$ cat src/rtl/ws2812_pkg.sv
// ws2812_pkg: shared types and constants for the WS2812/SK6812 strip driver.
//   state_e         - controller states
//   COLOR_GRB/RGB   - colour-order selector values
//   TBIT_CYC etc.   - default bit/latch timing at a 12 MHz clock
//   pack_pixel      - builds the MSB-aligned 32-bit shift word for one pixel
package ws2812_pkg;

  typedef enum logic [2:0] {
    ST_IDLE,
    ST_HIGH,
    ST_LOW,
    ST_WAIT,
    ST_LATCH
  } state_e;

  localparam int COLOR_GRB = 0;
  localparam int COLOR_RGB = 1;

  localparam int TBIT_CYC = 15;    // 1.25 us
  localparam int T0H_CYC  = 4;
  localparam int T1H_CYC  = 8;
  localparam int TRST_CYC = 3600;  // 300 us

  // The word is left-aligned so the next bit to send is always bit 31,
  // whatever the pixel width; the low byte is zero for 24-bit pixels.
  function automatic logic [31:0] pack_pixel(input logic [7:0] r,
                                             input logic [7:0] g,
                                             input logic [7:0] b,
                                             input logic [7:0] w,
                                             input logic       order_rgb,
                                             input logic       rgbw);
    logic [23:0] rgb;
    rgb = order_rgb ? {r, g, b} : {g, r, b};
    return {rgb, (rgbw ? w : 8'h00)};
  endfunction

endpackage

$ cat src/rtl/ws2812_bit_encoder.sv
// ws2812_bit_encoder: high/low waveform for one NRZ bit.
//   clk, rst_n  - clock, async active-low reset
//   start_i     - begin a bit this cycle (may retrigger on the last cycle)
//   bit_i       - value of the bit being started
//   high_o      - waveform level, high for T1H/T0H cycles from the start
//   fall_o      - last high cycle of the bit
//   done_o      - last cycle of the bit period
module ws2812_bit_encoder #(
  parameter int TBIT_CYC = 15,
  parameter int T0H_CYC  = 4,
  parameter int T1H_CYC  = 8
) (
  input  logic clk,
  input  logic rst_n,
  input  logic start_i,
  input  logic bit_i,
  output logic high_o,
  output logic fall_o,
  output logic done_o
);
  import ws2812_pkg::*;

  localparam int CW = $clog2(TBIT_CYC);

  logic [CW-1:0] cnt_q;
  logic          bit_q;
  logic          active_q;
  logic [CW-1:0] fall_cnt;

  always_ff @(posedge clk or negedge rst_n) begin
    if (!rst_n) begin
      cnt_q    <= '0;
      bit_q    <= 1'b0;
      active_q <= 1'b0;
    end else if (start_i) begin
      cnt_q    <= CW'(TBIT_CYC - 1);
      bit_q    <= bit_i;
      active_q <= 1'b1;
    end else if (active_q) begin
      if (cnt_q == '0) active_q <= 1'b0;
      else             cnt_q    <= cnt_q - CW'(1);
    end
  end

  // Down-counter value on the last high cycle of the bit.
  assign fall_cnt = bit_q ? CW'(TBIT_CYC - T1H_CYC) : CW'(TBIT_CYC - T0H_CYC);

  assign high_o = active_q && (cnt_q >= fall_cnt);
  assign fall_o = active_q && (cnt_q == fall_cnt);
  assign done_o = active_q && (cnt_q == '0);

endmodule

$ cat src/rtl/ws2812_strip_driver.sv
// ws2812_strip_driver: serialises a pixel stream onto a WS2812/SK6812 line.
//   clk, rst_n          - clock, async active-low reset
//   pix_valid/pix_ready - pixel handshake into a one-entry holding register
//   pix_r/g/b/w         - colour channels (w ignored when RGBW = 0)
//   pix_last            - end the frame after this pixel
//   d_out               - registered serial output
//   busy                - registered, high when not IDLE (one-cycle lag)
//   frame_done          - pulse when the latch gap completes
//   underrun            - pulse when a mid-frame stall is abandoned
//
// state | meaning
// IDLE  | line low, waiting for the first pixel of a frame
// HIGH  | high phase of the current bit
// LOW   | low phase, remainder of the bit period
// WAIT  | mid-frame stall, line low, bounded by TRST_CYC
// LATCH | end-of-frame latch gap, line low for TRST_CYC
module ws2812_strip_driver #(
  parameter int NUM_PIXELS  = 8,
  parameter int RGBW        = 0,
  parameter int COLOR_ORDER = 0,
  parameter int TBIT_CYC    = ws2812_pkg::TBIT_CYC,
  parameter int T0H_CYC     = ws2812_pkg::T0H_CYC,
  parameter int T1H_CYC     = ws2812_pkg::T1H_CYC,
  parameter int TRST_CYC    = ws2812_pkg::TRST_CYC
) (
  input  logic       clk,
  input  logic       rst_n,
  input  logic       pix_valid,
  output logic       pix_ready,
  input  logic [7:0] pix_r,
  input  logic [7:0] pix_g,
  input  logic [7:0] pix_b,
  input  logic [7:0] pix_w,
  input  logic       pix_last,
  output logic       d_out,
  output logic       busy,
  output logic       frame_done,
  output logic       underrun
);
  import ws2812_pkg::*;

  localparam int BPP = 24 + 8 * RGBW;
  localparam int IW  = $clog2(NUM_PIXELS + 1);
  localparam int GW  = $clog2(TRST_CYC + 1);

  state_e        state_q;
  logic [31:0]   hold_word_q, shift_q;
  logic          hold_last_q, hold_full_q, hold_full_d, cur_last_q;
  logic [4:0]    bits_left_q;
  logic [IW-1:0] idx_q;
  logic [GW-1:0] gap_q;
  logic          d_out_q, busy_q, frame_done_q, underrun_q;

  logic accept, load_go, shift_go, eof;
  logic enc_start, enc_bit, enc_high, enc_fall, enc_done;

  assign accept = pix_valid && !hold_full_q;
  assign eof    = (idx_q == IW'(NUM_PIXELS - 1)) || cur_last_q;

  always_comb begin
    load_go  = 1'b0;
    shift_go = 1'b0;
    case (state_q)
      ST_IDLE: load_go = hold_full_q;
      ST_LOW: begin
        if (enc_done) begin
          if (bits_left_q != 5'd0)       shift_go = 1'b1;
          else if (!eof && hold_full_q)  load_go  = 1'b1;
        end
      end
      ST_WAIT: load_go = hold_full_q;
      default: ;
    endcase
  end

  // Accept and load are exclusive: accept needs the register empty,
  // load needs it full.
  always_comb begin
    hold_full_d = hold_full_q;
    if (accept)       hold_full_d = 1'b1;
    else if (load_go) hold_full_d = 1'b0;
  end

  always_ff @(posedge clk or negedge rst_n) begin
    if (!rst_n) begin
      hold_full_q <= 1'b0;
      hold_word_q <= '0;
      hold_last_q <= 1'b0;
    end else begin
      hold_full_q <= hold_full_d;
      if (accept) begin
        hold_word_q <= pack_pixel(pix_r, pix_g, pix_b, pix_w,
                                  COLOR_ORDER == COLOR_RGB, RGBW != 0);
        hold_last_q <= pix_last;
      end
    end
  end

  assign enc_start = load_go || shift_go;
  assign enc_bit   = load_go ? hold_word_q[31] : shift_q[30];

  ws2812_bit_encoder #(
    .TBIT_CYC (TBIT_CYC),
    .T0H_CYC  (T0H_CYC),
    .T1H_CYC  (T1H_CYC)
  ) u_enc (
    .clk     (clk),
    .rst_n   (rst_n),
    .start_i (enc_start),
    .bit_i   (enc_bit),
    .high_o  (enc_high),
    .fall_o  (enc_fall),
    .done_o  (enc_done)
  );

  always_ff @(posedge clk or negedge rst_n) begin
    if (!rst_n) begin
      state_q      <= ST_IDLE;
      shift_q      <= '0;
      cur_last_q   <= 1'b0;
      bits_left_q  <= '0;
      idx_q        <= '0;
      gap_q        <= '0;
      d_out_q      <= 1'b0;
      busy_q       <= 1'b0;
      frame_done_q <= 1'b0;
      underrun_q   <= 1'b0;
    end else begin
      frame_done_q <= 1'b0;
      underrun_q   <= 1'b0;
      busy_q       <= (state_q != ST_IDLE);
      d_out_q      <= enc_high;

      if (load_go) begin
        shift_q     <= hold_word_q;
        cur_last_q  <= hold_last_q;
        bits_left_q <= 5'(BPP - 1);
      end else if (shift_go) begin
        shift_q     <= shift_q << 1;
        bits_left_q <= bits_left_q - 5'd1;
      end

      case (state_q)
        ST_IDLE: if (load_go) state_q <= ST_HIGH;
        ST_HIGH: if (enc_fall) state_q <= ST_LOW;
        ST_LOW: begin
          if (enc_done) begin
            if (shift_go) begin
              state_q <= ST_HIGH;
            end else if (eof) begin
              state_q <= ST_LATCH;
              gap_q   <= GW'(TRST_CYC - 1);
            end else if (load_go) begin
              state_q <= ST_HIGH;
              idx_q   <= idx_q + IW'(1);
            end else begin
              state_q <= ST_WAIT;
              gap_q   <= GW'(TRST_CYC - 1);
            end
          end
        end
        ST_WAIT: begin
          if (load_go) begin
            state_q <= ST_HIGH;
            idx_q   <= idx_q + IW'(1);
          end else if (gap_q == '0) begin
            // Stall outlasted the latch time: the strip has already
            // latched a partial frame, so restart counting from pixel 0.
            state_q    <= ST_IDLE;
            underrun_q <= 1'b1;
            idx_q      <= '0;
          end else begin
            gap_q <= gap_q - GW'(1);
          end
        end
        ST_LATCH: begin
          if (gap_q == '0) begin
            state_q      <= ST_IDLE;
            frame_done_q <= 1'b1;
            idx_q        <= '0;
          end else begin
            gap_q <= gap_q - GW'(1);
          end
        end
        default: state_q <= ST_IDLE;
      endcase
    end
  end

  assign pix_ready  = !hold_full_q;
  assign d_out      = d_out_q;
  assign busy       = busy_q;
  assign frame_done = frame_done_q;
  assign underrun   = underrun_q;

endmodule
$ cat config.mk
export PLATFORM = sky130hd
export DESIGN_NAME = ws2812_strip_driver
export DESIGN_NICKNAME = d
export VERILOG_FILES = /design/src/rtl/ws2812_pkg.sv /design/src/rtl/ws2812_bit_encoder.sv /design/src/rtl/ws2812_strip_driver.sv
export SDC_FILE = /design/constraint.sdc
export NUM_CORES = 1
export LEC_CHECK = 0
export BUFFER_PORTS_ARGS = -buffer_cell sky130_fd_sc_hd__buf_4
export CORE_MARGIN = 3
export CORE_UTILIZATION = 55
export CTS_CLUSTER_SIZE = 25
export DETAILED_ROUTE_END_ITERATION = 7
export GPL_TIMING_DRIVEN = 0
export PLACE_DENSITY = 0.75
export SETUP_SLACK_MARGIN = 0.4
export SYNTH_ARGS = -nofsm -noshare
export SYNTH_HDL_FRONTEND = slang
export SYNTH_SLANG_ARGS = --single-unit
export TNS_END_PERCENT = 100
$ cat constraint.sdc
create_clock -name clk -period 3.05 [get_ports clk]
set_clock_uncertainty 0.1 [all_clocks]
set_input_delay 0.61 -clock clk [delete_from_list [all_inputs] [get_ports clk]]
set_output_delay 0.61 -clock clk [all_outputs]
set_load 0.02 [all_outputs]
Word level (Yosys, flattened, before mapping)
Cells that the tools add are included.
- bits in registers: 92
- output and inout port bits: 5
- logic and storage cells: 107
- add/subtract/negate cells: 4
- order comparisons: 1
- equal/unequal tests: 15
- muxes and demuxes: 48
- reductions and logical operators: 23
- operators with widths (kind ; number):
    $mux 12 ; 6
    $mux 31 ; 2
    $mux 4 ; 10
    $pmux 12 s3 ; 1
    $mux 3 ; 7
    $mux 1 ; 16
    $ne 2x2->1 const B ; 8
    $pmux 3 s5 ; 1
    $logic_not 12->1 ; 1
    $pmux 4 s3 ; 1
    $sub 12x1->12 const B ; 1
    $mux 5 ; 2
    $reduce_and 5->1 ; 2
    $eq 3x2->1 const B ; 2
    $reduce_bool 2->1 ; 3
    $reduce_bool 3->1 ; 2
    $logic_and 1x1->1 ; 5
    $reduce_bool 5->1 ; 1
    $sub 5x1->5 const B ; 1
    $add 4x1->4 const B ; 1
    $eq 4x3->1 const B ; 1
    $eq 4x4->1 ; 1
    $ge 4x4->1 ; 1
    $logic_not 4->1 ; 1
    other kinds (12) ; 14

Longest topological paths before layout
- depth after elaboration: 13
- depth in mapped cells: 9
- depth with buffers taken out: 7

Hierarchy
A second synthesis with hierarchy kept.
- cell total of the unflattened synthesis: 376
- area, all modules: 3961.3 um2
- modules (own cells, without submodules) (module ; instances ; cells each ; area each (um2) ; sequential area each (um2)):
    ws2812_strip_driver ; 1 ; 338 ; 3583.4 ; 1951.9
    ws2812_bit_encoder ; 1 ; 38 ; 377.9 ; 150.1

Worst setup path before layout
OpenSTA, ideal clock, no wires.
- path kind: reg2reg
- start point: register bits_left_q[0]
- end point: register state_q[1]
- setup time: 0.120 ns
- arrival: 2.011 ns
- required time: 2.830 ns
- slack: 0.818 ns
- stages on the path, launching flop included: 9
- clock period less this slack: 2.232 ns
- cells stage by stage: dfrtp_1 > inv_1 > ha_1 > or4b_4 > o41ai_2 > and2_1 > buf_4 > o221ai_1 > a41o_1
- longest elaborated chain between the ends: 9
- elaborated cells between the ends (all ways): 15
- those cells by class: 1 x eq/ne; 12 x mux; 2 x reduce/logical
- ends and longest elaborated chain (element ; RTL line ; source):
    from (decl) ; ws2812_strip_driver.sv:49 ; logic [4:0] bits_left_q;
    from (signal assigned) ; ws2812_strip_driver.sv:137 ; bits_left_q <= 5'(BPP - 1);
    from (signal assigned) ; ws2812_strip_driver.sv:140 ; bits_left_q <= bits_left_q - 5'd1;
    $reduce_bool 5->1 (*) ; ws2812_strip_driver.sv:67 ; if (bits_left_q != 5'd0) shift_go = 1'b1;
    $mux 1 ; ws2812_strip_driver.sv:67 ;
    $mux 1 ; ws2812_strip_driver.sv:66 ; if (enc_done) begin
    $pmux 1 s2 ; ws2812_strip_driver.sv:63 ; case (state_q)
    $mux 2 ; ws2812_strip_driver.sv:153 ; end else if (load_go) begin
    $mux 3 ; ws2812_strip_driver.sv:150 ; end else if (eof) begin
    $mux 3 ; ws2812_strip_driver.sv:148 ; if (shift_go) begin
    $mux 3 ; ws2812_strip_driver.sv:147 ; if (enc_done) begin
    $pmux 3 s5 ; ws2812_strip_driver.sv:143 ; case (state_q)
    to (signal assigned) ; ws2812_strip_driver.sv:144 ; ST_IDLE: if (load_go) state_q <= ST_HIGH;
    to (signal assigned) ; ws2812_strip_driver.sv:149 ; state_q <= ST_HIGH;
    to (signal assigned) ; ws2812_strip_driver.sv:151 ; state_q <= ST_LATCH;
    to (decl) ; ws2812_strip_driver.sv:46 ; state_e state_q;
Every way passes the cells marked *; elsewhere a longest branch is shown, timed or not. The select of a mux whose other input is x is not followed.
A chain may end at the register's enable or synchronous reset.

Final worst setup path
- start point: register bits_left_q[0]
- end point: register gap_q[5]
- longest elaborated chain between the ends: 6
- elaborated cells between the ends (all ways): 11
- those cells by class: 3 x eq/ne; 6 x mux; 2 x reduce/logical
- ends and longest elaborated chain (element ; RTL line ; source):
    $reduce_bool 5->1 (*) ; ws2812_strip_driver.sv:67 ;
    $mux 1 ; ws2812_strip_driver.sv:67 ;
    $mux 1 ; ws2812_strip_driver.sv:66 ;
    $pmux 1 s2 or $mux 1 (tied branches) ; ws2812_strip_driver.sv:63 ;
    $ne 3x3->1 (no line) or $ne 2x2->1 (tied branches) ; n/a ;
    $reduce_and 5->1 (no line) (*) ; n/a ;
    to (signal assigned) ; ws2812_strip_driver.sv:152 ; gap_q <= GW'(TRST_CYC - 1);
    to (signal assigned) ; ws2812_strip_driver.sv:158 ; gap_q <= GW'(TRST_CYC - 1);
    to (signal assigned) ; ws2812_strip_driver.sv:173 ; gap_q <= gap_q - GW'(1);
    to (decl) ; ws2812_strip_driver.sv:51 ; logic [GW-1:0] gap_q;
Every way passes the cells marked *; elsewhere a longest branch is shown, timed or not.

==> out/qor.yml <==
outcome:
  status: "finished clean"
job:
  maxCapViolations: 0
die:
  row_count: 30
  fp.dieH_um: 90.99
  start_util_pct: 57.52
  die_width_um: 90.99
  ios: 41
  die_area_sq_um: 8278
  core_sq_um: 6907
placed_design:
  dpl-instance-area_sq_um: 4333
  dp_hpwl_mm: 5.539
  globalplace.congestion: 0.8685
  placement.io_buffers: 32
  post-place-ws_ns: 0.5271
layout:
  finalNetCount: 451
  nFillCells: 590
  areaGrowthSynthToFinish_pct: 15.18
  final_common_cell: "dfrtp_1"
  drive_gt1_share_pct: 22.63
  postLayoutCellArea_sq_um: 4576
  antenna_cells: 0
  mostFrequentLayoutCells: "dfrtp_1, buf_4, inv_1, nand2_1, mux2_2"
  fin_util_pct: 66.25
clock_network:
  clkTransAtPathRegs_ns: 0.09
  hold_buffers: 0
  cts_tree: "built"
  cts_made_buffers: 9
  ctsHtreeMaxLevel: 3
  cts.path.max_buffers: 2
  clk_root_buffer_cell: "clkbuf_8"
  clock_latency_ns: 0.36
  cts_num_sinks: 84
drt:
  routed_wl_mm: 8.145
  wl_per_cell_um: 16.07
  firstDrtPassIters: 5
  drc: 0
  drt-initial-drc-count: 198
  viasPerCell: 5.884
  vias: 2983
  detail-route-antenna-nets: 0
synthesis:
  ys_warn_count: 0
  postSynth.asyncResetShare_pct: 100.0
  netlist_instances: 360
  synthTopCellsByArea: "dfrtp_1, mux2_2, a222oi_1, inv_1, ha_1"
  syn_avg_cell_area_sq_um: 11.03
  ys.flop_type: "dfrtp_1"
  syn-cell-area_sq_um: 3973
  synth-edff-count: 0
  syn_nets: 405
  synth_top_area_cell: "dfrtp_1"
  yosysUniqueCellTypes: 53
  synth-seq-cells: 84
  synth.top_cell.area_share_pct: 52.91
  yosysSeqAreaShare_pct: 52.91
power:
  p_int_mw: 2.834
  p_sw_mw: 1.731
  p_clk_share_pct: 17.8
  power_frac_comb_pct: 39.9
  p_sw_share_pct: 37.92
  peakVddDrop_uv: 575.6
  pwr-share-seq_pct: 42.3
  powerDensity_nw_per_um2: 997.6
  p_leak_nw: 2.098
sta:
  fmax_ghz: 0.4052
  period_share_pct: 80.92
  setup_ws_ns: 0.5821
  hold_violations: 0
  relSlewSlack_pct: 31.44
  worst_pin_slew_ns: 1.028
  min_period_ns: 2.468
  setup_tns_ns: 0
  rsz0062_at_grt: "no"
  setup_viol: 0
  slew_violations: 0
worst_setup_path:
  cp-start-kind: "register"
  path_max_fanout: 7
  worst_path_largest_cell_delay_ns: 0.58
  path_class: "reg2reg"
  critical_path.cell_chain: "inv_1 > ha_1 > nor4b_1 > nand3_1 > o21ai_1 > nand4_1 > mux2i_1"
  crit_slowest_cell: "nor4b_1"
  crit_required_ns: 3.20
  critPathCaptureType: "register"
  critPathArrivalTime_ns: 2.62
global_route:
  grt.overflow.total: 0
  grt_max_degree: 85
  grt_pass1_vias: 2950
  grt_usage_pct: 21.29
  grt_antenna_before_repair: 0
  grt_pass1_wl_mm: 14.10
worst_hold_path:
  hold_class: "in2async"
worst max-delay path: cells and delay by family, from the launching register on:
family	cells	cell delay (ns)
buf+inv	1	0.10
simple gates	3	1.05
fa+ha+maj	1	0.17
mux	1	0.15
compound gates	1	0.38
flops	1	0.41
cell families after synthesis:
group / after synthesis / synth area share (%)
AOI/OAI and AO/OA: 72 / 14.08
and+or+nand+nor: 111 / 15.53
buffers and inverters: 48 / 4.913
xor gates and xnor gates: 4 / 0.8818
adders and majority gates: 9 / 2.835
DFF: 84 / 52.91
muxes: 32 / 8.850
metal layers:
metal  global-route usage, %  vias to the layer above  wire [um]
met5                       0                        -          0
met4                   6.658                        0        104
met3                   5.220                       13        409
met2                   34.76                       74       3956
met1                   28.11                     1484       3675
li1                        -                     1412          -
final timing paths:
check,slack (ns),depth (start not counted),startpoint,end
hold reg to reg,0.37,2,hold_word_q[8],shift_q[8]
hold / removal,0.32,1,rst_n,state_q[0]
max in group asynchronous,1.87,1,rst_n,gap_q[11]
setup / recovery,0.58,7,bits_left_q[0],gap_q[5]
setup reg to reg,0.58,7,bits_left_q[0],gap_q[5]
min in group clk,0.37,2,hold_word_q[8],shift_q[8]
power groups by stage:
stage / logic, mW / clock network (mW) / registers (mW)
2_1_floorplan: 1.39 / 0 / 1.85
3_3_place_gp: 1.71 / 0 / 1.91
3_5_place_dp: 1.81 / 0 / 1.94
4_1_cts: 1.83 / 0.830 / 1.92
5_1_grt: 2.06 / 0.892 / 2.00
6_report: 1.82 / 0.813 / 1.93
cells in the mapped netlist, types with 2 or more instances:
library cell	instances
and2_1	6
nor2b_1	5
a31oi_1	9
nand2b_1	6
or2_2	2
nand2_1	26
mux2_2	25
nor3b_1	2
nand4_1	2
o31ai_1	2
and3_1	3
ha_1	9
nor3_1	7
a22oi_1	2
a222oi_1	21
clkbuf_1	9
nor4b_1	3
nand3_1	10
xnor2_1	4
buf_2	3
nor2_1	19
o41ai_1	2
a21oi_1	9
inv_1	31
nand4b_1	2
o21ai_0	9
dfrtp_1	84
nor4_1	7
a22o_1	2
buf_4	3
a21o_1	3
mux2i_1	7
o211ai_1	3
or3_1	2
a41o_1	2
buf_1	2
stage by stage:
step / hold slack, ns / power [mW] / cells
6_report: 0.3249 / 4.565 / 507
5_1_grt: 0.3512 / 4.944 / 507
4_1_cts: 0.3586 / 4.581 / 504
3_5_place_dp: 0.3571 / 3.752 / 488
3_3_place_gp: 0.3467 / 3.619 / 488
2_1_floorplan: 0.2144 / 3.244 / 360
timing repair:
action,4_1_cts,5_1_grt
resized for setup,0,4
setup endpoints to repair,0,22
buffers inserted,0,3
layout make-up:
cell class | instances | area (sq um) | share of cell area, %
Inverter | 31 | 116.4 | 2.543
Timing Repair Buffer | 35 | 262.8 | 5.742
Tap cell | 96 | 120.1 | 2.625
Clock inverter | 6 | 71.32 | 1.559
Clock buffer | 10 | 127.6 | 2.789
Sequential cell | 84 | 2102 | 45.94
Buffer | 17 | 78.83 | 1.723
Multi-Input combinational cell | 228 | 1697 | 37.08
registers in the layout, summed over array words and instances, names as in the netlist, 3 cells and up:
signal	count
bits_left_q	5
gap_q	12
hold_word_q	24
idx_q	4
shift_q	23
state_q	3
u_enc.cnt_q	4
Note: power is estimated with default switching activity, not from simulation.
